File: config.mk
export PLATFORM = sky130hd
export DESIGN_NAME = key_debounce
export DESIGN_NICKNAME = d
export VERILOG_FILES = /design/src/rtl/key_debounce.sv
export SDC_FILE = /design/constraint.sdc
export NUM_CORES = 1
export LEC_CHECK = 0
export BUFFER_PORTS_ARGS = -buffer_cell sky130_fd_sc_hd__buf_4
export CAP_MARGIN = 20
export CORE_ASPECT_RATIO = 0.5
export CORE_MARGIN = 2
export CORE_UTILIZATION = 42
export DETAILED_ROUTE_END_ITERATION = 12
export HOLD_SLACK_MARGIN = 0.08
export SYNTH_ARGS = -nofsm -noshare
export SYNTH_HDL_FRONTEND = slang
export SYNTH_SLANG_ARGS = --single-unit
File: constraint.sdc
create_clock -name clk -period 2.1 [get_ports clk]
set_clock_uncertainty 0.15 [all_clocks]
set_input_delay 0.105 -clock clk [delete_from_list [all_inputs] [get_ports clk]]
set_output_delay 0.105 -clock clk [all_outputs]
set_load 0.02 [all_outputs]
File: src/rtl/key_debounce.sv
`timescale 1ns/1ps
`default_nettype none
// ============================================================================
//  Module   : key_debounce
//  Purpose  : Push-button debouncer. The raw button is synchronised, then a
//             four-state FSM requires DEBOUNCE_CYCLES consecutive stable
//             samples before a press or a release is accepted. Each accepted
//             edge raises a one-cycle strobe.
//  Revision : 1.0  initial release
// ----------------------------------------------------------------------------
//  Parameters
//    DEBOUNCE_CYCLES  stable cycles needed to accept a press or release
//                     (2 .. 2^32-1)
//    LONG_CYCLES      debounced-hold cycles needed to flag a long press
//                     (2 .. 2^32-1)
//  Ports
//    clk            in   system clock, rising edge
//    rst            in   synchronous reset, active low
//    button         in   raw asynchronous push-button, active high, may bounce
//    level          out  debounced button state (registered)
//    press_pulse    out  one-cycle strobe on an accepted press
//    release_pulse  out  one-cycle strobe on an accepted release
//    long_pulse     out  one-cycle strobe once per press held LONG_CYCLES
//  Build option
//    LONG_PRESS_EN  define to build the long-press hold counter; when left
//                   undefined long_pulse is tied low and no counter exists.
// ============================================================================
module key_debounce #(
  parameter logic [31:0] DEBOUNCE_CYCLES = 32'd2000000,
  parameter logic [31:0] LONG_CYCLES     = 32'd100000000
) (
  input  logic clk,
  input  logic rst,
  input  logic button,
  output logic level,
  output logic press_pulse,
  output logic release_pulse,
  output logic long_pulse
);

  // --------------------------------------------------------------------------
  // State encoding
  // --------------------------------------------------------------------------
  localparam logic [1:0] IDLE         = 2'd0;
  localparam logic [1:0] PRESS_WAIT   = 2'd1;
  localparam logic [1:0] PRESSED      = 2'd2;
  localparam logic [1:0] RELEASE_WAIT = 2'd3;

  // Terminal count of the debounce window. The counter starts at zero and
  // stops advancing at this value, so it can never wrap.
  localparam logic [31:0] DEB_LAST = DEBOUNCE_CYCLES - 32'd1;

  // Reject illegal parameter values at elaboration time.
  if ((DEBOUNCE_CYCLES < 32'd2) || (LONG_CYCLES < 32'd2)) begin : g_bad_params
    $error("key_debounce: DEBOUNCE_CYCLES and LONG_CYCLES must be >= 2");
  end

  // --------------------------------------------------------------------------
  // Two-flop synchronizer. key_s is the only view of the button that the
  // rest of the design is allowed to use.
  // --------------------------------------------------------------------------
  logic sync_ff1;
  logic key_s;

  always_ff @(posedge clk) begin
    if (!rst) begin
      sync_ff1 <= 1'b0;
      key_s    <= 1'b0;
    end else begin
      sync_ff1 <= button;
      key_s    <= sync_ff1;
    end
  end

  // --------------------------------------------------------------------------
  // Debounce FSM
  // --------------------------------------------------------------------------
  logic [1:0]  state;
  logic [1:0]  state_nxt;
  logic [31:0] cnt;
  logic [31:0] cnt_nxt;
  logic        press_nxt;
  logic        release_nxt;
  logic        level_nxt;

  always_comb begin
    state_nxt   = state;
    cnt_nxt     = cnt;
    press_nxt   = 1'b0;
    release_nxt = 1'b0;

    case (state)
      IDLE: begin
        if (key_s) begin
          state_nxt = PRESS_WAIT;
          cnt_nxt   = 32'd0;
        end
      end

      PRESS_WAIT: begin
        // A low sample aborts the window before the terminal compare is
        // considered, so a glitch on the very last cycle is still rejected.
        if (!key_s) begin
          state_nxt = IDLE;
          cnt_nxt   = 32'd0;
        end else if (cnt == DEB_LAST) begin
          state_nxt = PRESSED;
          cnt_nxt   = 32'd0;
          press_nxt = 1'b1;
        end else begin
          cnt_nxt = cnt + 32'd1;
        end
      end

      PRESSED: begin
        if (!key_s) begin
          state_nxt = RELEASE_WAIT;
          cnt_nxt   = 32'd0;
        end
      end

      RELEASE_WAIT: begin
        // Returning to PRESSED is silent: the press was already reported.
        if (key_s) begin
          state_nxt = PRESSED;
          cnt_nxt   = 32'd0;
        end else if (cnt == DEB_LAST) begin
          state_nxt   = IDLE;
          cnt_nxt     = 32'd0;
          release_nxt = 1'b1;
        end else begin
          cnt_nxt = cnt + 32'd1;
        end
      end

      default: begin
        state_nxt = IDLE;
        cnt_nxt   = 32'd0;
      end
    endcase
  end

  // level follows the state the FSM is entering, so it changes in the same
  // cycle as the matching strobe.
  assign level_nxt = (state_nxt == PRESSED) || (state_nxt == RELEASE_WAIT);

  always_ff @(posedge clk) begin
    if (!rst) begin
      state         <= IDLE;
      cnt           <= 32'd0;
      level         <= 1'b0;
      press_pulse   <= 1'b0;
      release_pulse <= 1'b0;
    end else begin
      state         <= state_nxt;
      cnt           <= cnt_nxt;
      level         <= level_nxt;
      press_pulse   <= press_nxt;
      release_pulse <= release_nxt;
    end
  end

  // --------------------------------------------------------------------------
  // Long-press detection
  // --------------------------------------------------------------------------
`ifdef LONG_PRESS_EN
  localparam logic [31:0] LONG_LAST = LONG_CYCLES - 32'd1;
  localparam logic [31:0] LONG_PRE  = LONG_CYCLES - 32'd2;

  logic [31:0] hold_cnt;
  logic [31:0] hold_nxt;
  logic        long_nxt;

  // The hold counter advances while PRESSED, freezes through a release
  // window (a release glitch does not restart the hold time) and clears
  // once the button is fully released. It saturates at LONG_LAST, and the
  // strobe fires only on the step into LONG_LAST, so one press can raise
  // long_pulse at most once.
  always_comb begin
    hold_nxt = hold_cnt;
    long_nxt = 1'b0;

    case (state)
      IDLE: begin
        hold_nxt = 32'd0;
      end
      PRESSED: begin
        if (hold_cnt != LONG_LAST) begin
          hold_nxt = hold_cnt + 32'd1;
          long_nxt = (hold_cnt == LONG_PRE);
        end
      end
      default: begin
        hold_nxt = hold_cnt;
      end
    endcase
  end

  always_ff @(posedge clk) begin
    if (!rst) begin
      hold_cnt   <= 32'd0;
      long_pulse <= 1'b0;
    end else begin
      hold_cnt   <= hold_nxt;
      long_pulse <= long_nxt;
    end
  end
`else
  assign long_pulse = 1'b0;
`endif

endmodule
`default_nettype wire
# After elaboration in Yosys (flattened, before gate mapping)
# Cells that the tools add are included.
[op_classes]
mux = 14
n_eq_ne = 8
bitwise = 2
addsub = 1
reduce_logical = 5
[ops]
columns = ["operator", "n"]
rows = [
  ["2-to-1 mux 32 bit", 5],
  ["case mux 32 bit (4 select lines)", 1],
  ["adder 32 x 1 -> 32 bit (second input constant)", 1],
  ["equality test 32 x 21 -> 1 bit (second input constant)", 1],
  ["2-to-1 mux 2 bit", 6],
  ["equality test 2 bit (second input constant)", 4],
  ["case mux 2 bit (4 select lines)", 1],
  ["inequality test 2 bit (second input constant)", 2],
  ["AND reduction 3 bit", 1],
  ["OR reduction 3 bit", 1],
  ["equality test 2 x 1 -> 1 bit (second input constant)", 1],
  ["zero test 2 bit", 1],
  ["NOT 1 bit", 2],
  ["AND reduction 2 bit", 1],
  ["logical OR 1 bit", 1],
  ["2-to-1 mux 1 bit", 1],
]
[word_totals]
reg_bits = 39
input_bits = 3

# Depth between registers and ports, before layout
# Gate-level depths: netlist of run 1.
[logic_depth]
ltp_word = 6
depth_mapped = 8

# Worst setup path before layout of run 1
# Ideal clock, no wire load.
[synth_path]
path_kind = "register -> register"
startpoint = "register cnt[27]"
endpoint = "register cnt[31]"
path_slack_ns = 0.187
path_stages_with_launch = 8
path_buffers = 2
arrival_ns = 1.648
path_cell_list = "dfxtp_1 -> or4_1 -> nor4_1 -> a31oi_1 -> a21oi_2 -> buf_6 -> buf_6 -> nor2_1"
[synth_via]
elab_chain_cells = 4
elab_cells_between_ends = 6
[synth_lines]
columns = ["element", "line_no", "text"]
rows = [
  ["start, declared", "80", "logic [31:0] cnt;"],
  ["start signal, assigned", "156", "cnt <= cnt_nxt;"],
  ["adder 32 x 1 -> 32 bit or equality test 32 x 21 -> 1 bit (tied branches)", "--", ""],
  ["2-to-1 mux 32 bit (*)", "106, 127", ""],
  ["2-to-1 mux 32 bit, on equally long branches", "124, 103", ""],
  ["case mux 32 bit (4 select lines) (*)", "92", "case (state)"],
]
# Every way passes the cells marked *; elsewhere a longest branch is shown, timed or not.
# A chain may end at the register's enable or synchronous reset.

# Worst setup path after layout of run 1
[layout_path]
startpoint = "register cnt[12]"
endpoint = "register cnt[26]"
# Same word-level chain as after synthesis.

==> results.md, run 1 <==
* Initial antenna violation count at 0
* CTS tree: built
* Vias in the first global route at 1528
* First-pass GRT wire length at 7350 µm
* Share of cells above drive strength 1 at 15.6%
* Startpoint types: flop
* Final net count at 247
* Vias per cell at 5.33
* Reg clk slew, reported paths at 80 ps
* YS warnings at 0
* VDD IR max at 406 µV
* Crit-path max FO at 9
* Pwr Total at 1.45 mW
* Buf/Inv on CP at 0
* Worst min-delay path class: reg -> reg
* Gpl congestion at 0.781
* Diode count at 0
* Power Density at 642 mW/mm²
* Final period utilization at 93.2%
* Post-DRT Antenna Nets at 0
* Setup-failing EPs final at 0
* IO Pins at 7
* Yosys top cell by area: dfxtp_1
* Synth Instances at 223
* Crit path cell chain: and4_1 > nand4_4 > nor4_1 > mux2i_1 > a21boi_0
* Die width at 99.3 µm
* Hold Vio Cnt, Final at 0
* Yosys top cell area share at 40.9%
* Aggregate negative setup slack at 0 ps
* Gr ovfl total at 0
* # DRC at 0
* Most used DFF post-synth: dfxtp_1
* Fmax at 0.511 GHz
* CP Class: reg -> reg
* All-layer global routing usage at 18.8%
* Drt pass-1 iters at 4
* CTS sink count at 39
* Netlist cell types at 36
* Leak at 0.741 nW
* Max Cap Viol at 0
* Number of synthesized flops with an enable pin at 0
* Routed WL per cell at 14.4 µm
* Asr flop ratio synth at 0%
* Final min period at 1960 ps
* Die Footprint at 0.00513 mm²
* Largest net degree at the start of global routing at 21
* Area growth syn-to-layout at 18.4%
* Total detailed-routing wirelength at 4320 µm
* Number of synthesized register bits at 39
* Worst Path Arrival at 1990 ps
* Top post-synthesis cells by area: dfxtp_1 41%, xnor2_1 12%, nor2_1 7.7%
* Setup crit end kind: flop
* Mean Syn Cell Area at 8.55 µm²
* Register area share after synthesis at 40.9%
* Vert. Die Dim at 51.6 µm
* CTS buffer count at 5
* CTS H-tree lvls at 2
* Synthesized Nets at 227
* Clock buffer depth at 2
* Status: finished, final reports clean
* Top post-synthesis cells by count: 39 x dfxtp_1, 39 x nor2_1, 26 x xnor2_1
* Dpl hpwl at 2980 µm
* Port bufs at 5
* Max incr delay on CP at 470 ps
* Core region area at 0.00438 mm²
* Crit path max-delay family: simple AND/OR/NAND/NOR gates
* Fin. max-slew vios at 0
* Clk_lat worst skew at 300 ps
* Clock root buffer: clkbuf_8
* DRT iter0 DRCs at 47
* Initial Utilization at 43.5%
* CP max stage cell: dfxtp_1
* Via Count at 1604
* Post-Syn Area at 0.00191 mm²
* Row Count at 17
* Worst EP required at 2130 ps
==> final timing paths <==
path	cells past startpoint	slack [ps]	to	from
max	5	140	cnt[26]	cnt[12]
max reg2reg	5	140	cnt[26]	cnt[12]
min reg2reg	1	290	key_s	sync_ff1
min	1	290	key_s	sync_ff1
==> where the power goes <==
| part | leakage, nW | switching, mW | total [mW] | internal [mW] |
|---|---|---|---|---|
| registers | 0.315 | 0.00151 | 0.743 | 0.741 |
| logic | 0.365 | 0.0284 | 0.0460 | 0.0177 |
| clock network | 0.0612 | 0.277 | 0.661 | 0.385 |
==> state kept, by name (all words and copies together), names as in the netlist <==
signal / cells
press_pulse: 1
sync_ff1: 1
level: 1
cnt: 32
state: 2
key_s: 1
release_pulse: 1
==> final cells by class <==
class                           instances  area, µm²
Multi-Input combinational cell        167       1070
Tap cell                               57       71.3
Clock buffer                            6       82.6
Sequential cell                        39        782
Timing Repair Buffer                   26        206
Fill cell                             429       2120
Clock inverter                          2       35.0
Inverter                                4       15.0
==> worst reg2reg max path, cell delays in order, from the launching register on <==
cell and delay (ps):
dfxtp_1 470, and4_1 320, nand4_4 210, nor4_1 400
mux2i_1 210, a21boi_0 80
==> cell families (layout without fill, tap and decap cells) <==
group                    after synthesis  count (layout)  share of synthesized area (%)
other                                  1               1                          0.197
AND/OR/NAND/NOR                      122             122                           34.1
XOR/XNOR                              30              30                           13.8
flip-flops                            39              39                           40.9
buffers and inverters                 17              38                           4.72
AO/OA/AOI/OAI                         11              11                           4.59
adder cells (fa/ha/maj)                1               1                          0.656
multiplexers                           2               2                           1.05
==> per-layer routing <==
| metal | global-route usage [%] | wire [µm] |
|---|---|---|
| met4 | 9.59 | 121 |
| met5 | 0 | 0 |
| met3 | 4.84 | 157 |
| met2 | 28.8 | 1820 |
| met1 | 24.8 | 2220 |
==> what timing repair did <==
item / CTS / global route
endpoints found under the setup margin: 0 / 29
hold endpoints to repair: 10 / 0
resized for setup: 0 / 6
buffers inserted: 0 / 1
hold buffers: 3 / 0
==> metrics by stage <==
step	std cells	hold slack (ps)	setup WS [ps]	util [%]	instance area (µm²)
after floorplan	223	82.3	187	-	1910
after global routing	301	328	-0.0524	51.5	2260
after CTS	300	300	81.0	50.6	2220
after global placement	289	169	136	47.2	2070
after detailed placement	289	182	103	47.2	2070
final	301	294	143	51.5	2260
==> layout by cell type, fill, tap and decap left out, drive strengths merged <==
cell type    Yosys  routed
a21oi            1       1
dlygate4sd3      0       3
nand2           17      17
nor4            14      14
o2111ai          3       3
and4             5       5
bufinv           0       1
xnor2           26      26
nor4b            4       4
xor2             4       4
nor3b            2       2
nor4bb           1       1
nand3           10      10
and3             4       4
buf              7      23
inv              4       4
nand4            5       5
a31oi            1       1
nand4b           1       1
mux2i            2       2
or4              1       1
or4b             1       1
clkinv           0       1
o31ai            1       1
a21boi           1       1
conb             1       1
clkbuf           6       6
o21ai            2       2
and2             6       6
nor2            39      39
nor2b            2       2
o211ai           2       2
ha               1       1
nor3            10      10
dfxtp           39      39
Note: power is estimated with default switching activity, not from simulation.
==> run 2: changes to the inputs <==
- CORE_UTILIZATION: 42 -> 45
==> run 2 against run 1 <==
  * Wire length down 9.8%
  * Combinational power down 7.4%
  * Clock power down 17%
  * Via count down 3.6%
  * Die area down 6.3%
  * Clock-buffer cell count up 2
  * Global-route usage down 0.26 points
  * Worst hold slack worse by 7.3 ps
  * Utilization up 4.2 points
  * Design area down 1.6%
  * Critical path depth up 1
  * Largest cell class unchanged
==> results.md, run 2 (synthesis results as in run 1) <==
* Metal2 WL at 1660 µm
* # fillers at 368
* Row Count at 16
* Die width at 96.1 µm
* Via Count at 1547
* Port bufs at 5
* DRT iter0 DRCs at 66
* CP Class: reg -> reg
* IO Pins at 7
* Vias in the first global route at 1477
* Worst min-delay path class: reg -> reg
* Final non-filler cell area at 0.00222 mm²
* Clock buffer depth at 2
* Core region area at 0.00398 mm²
* Diode count at 0
* Worst EP required at 2130 ps
* Placed inst area at 0.00206 mm²
* CTS sink count at 39
* Worst Path Arrival at 2010 ps
* CTS tree: built
* Largest register by flop count: cnt
* Hold Vio Cnt, Final at 0
* Routed WL per cell at 13.2 µm
* VDD IR max at 304 µV
* Status: finished, final reports clean
* Clk_lat worst skew at 280 ps
* Total detailed-routing wirelength at 3900 µm
* Setup crit end kind: flop
* Clock root buffer: clkbuf_8
* Highest routed layer: met4
* Initial Utilization at 47.9%
* Area growth syn-to-layout at 16.5%
* Crit-path max FO at 9
* Aggregate negative setup slack at 0 ps
* WL met1 at 2060 µm
* Post-DRT Antenna Nets at 0
* Max Cap Viol at 0
* Fin. max-slew vios at 0
* All-layer global routing usage at 18.6%
* Gpl congestion at 0.820
* CP max stage cell: or4b_1
* CTS buffer count at 5
* Vias per cell at 5.24
* Share of cells above drive strength 1 at 13.7%
* Dpl hpwl at 2710 µm
* Leak at 0.721 nW
* Setup-failing EPs final at 0
* Final period utilization at 94.1%
* Power Density at 600 mW/mm²
* # DRC at 0
* First-pass GRT wire length at 6910 µm
* Largest net degree at the start of global routing at 21
* # Post-CTS Setup Buffers at 0
* Final min period at 1980 ps
* Most frequent cells in the layout: 39 x nor2_1, 39 x dfxtp_1, 26 x xnor2_1
* Gr ovfl total at 0
* Vert. Die Dim at 50.0 µm
* Fmax at 0.506 GHz
* CTS H-tree lvls at 2
* R2r setup slk at 120 ps
* Crit path cell chain: or4b_1 > nor4_2 > a31oi_1 > a21oi_2 > buf_4 > nor2_1
* Largest regs: cnt x32, state x2
* Largest register FFs at 32
* Max incr delay on CP at 560 ps
* Drt pass-1 iters at 4
* Met3 wire length at 160 µm
* Reg clk slew, reported paths at 70 ps
* Initial antenna violation count at 0
* Die Footprint at 0.00481 mm²
* Final net count at 244
* Startpoint types: flop
[run 2: stage by stage]
stage | util, % | worst slack, ps | total power, mW | std cells | hold slack, ps
after floorplan | - | 187 | 0.790 | 223 | 82.3
after global placement | 51.8 | 99.5 | 0.800 | 284 | 166
after detailed placement | 51.8 | 116 | 0.800 | 284 | 169
after CTS | 55.0 | 99.8 | 1.35 | 295 | 290
after global routing | 55.8 | -8.25 | 1.40 | 295 | 310
final | 55.8 | 124 | 1.33 | 295 | 286
[run 2: routing by layer]
layer | vias up | global-route usage, %
met1 | 712 | 27.3
met2 | 24 | 26.5
met4 | 0 | 4.05
met3 | 2 | 5.50
met5 | - | 0
li1 | 809 | -
[run 2: worst max-delay path: cells and delay by family, from the launching register on]
kind / cells / cell delay, ps
flops: 1 / 350
compound gates: 2 / 330
simple gates: 3 / 840
buf+inv: 1 / 200
[run 2: final timing paths]
kind,start,endpoint,cells after the start
worst min-delay path,sync_ff1,key_s,1
worst max-delay path,cnt[13],cnt[4],6
worst min register to register,sync_ff1,key_s,1
worst max register to register,cnt[13],cnt[4],6
[run 2: final cells by class]
| class | instances | area [µm²] | area share, % |
|---|---|---|---|
| Multi-Input combinational cell | 167 | 1070 | 48.0 |
| Sequential cell | 39 | 781 | 35.1 |
| Timing Repair Buffer | 23 | 193 | 8.67 |
| Inverter | 4 | 15.0 | 0.676 |
| Clock buffer | 8 | 100 | 4.50 |
| Tap cell | 54 | 67.6 | 3.04 |
[run 2: timing repair]
action / 4_1_cts / 5_1_grt
hold endpoints to repair: 10 / 0
hold buffers: 3 / 0
gates resized for setup: 0 / 4
endpoints found under the setup margin: 0 / 25
[run 2: power by group]
group	total (mW)	switching [mW]	internal [mW]
registers	0.744	0.00281	0.741
logic	0.0426	0.0247	0.0179
clock network	0.548	0.248	0.300
total	1.33	0.275	1.06
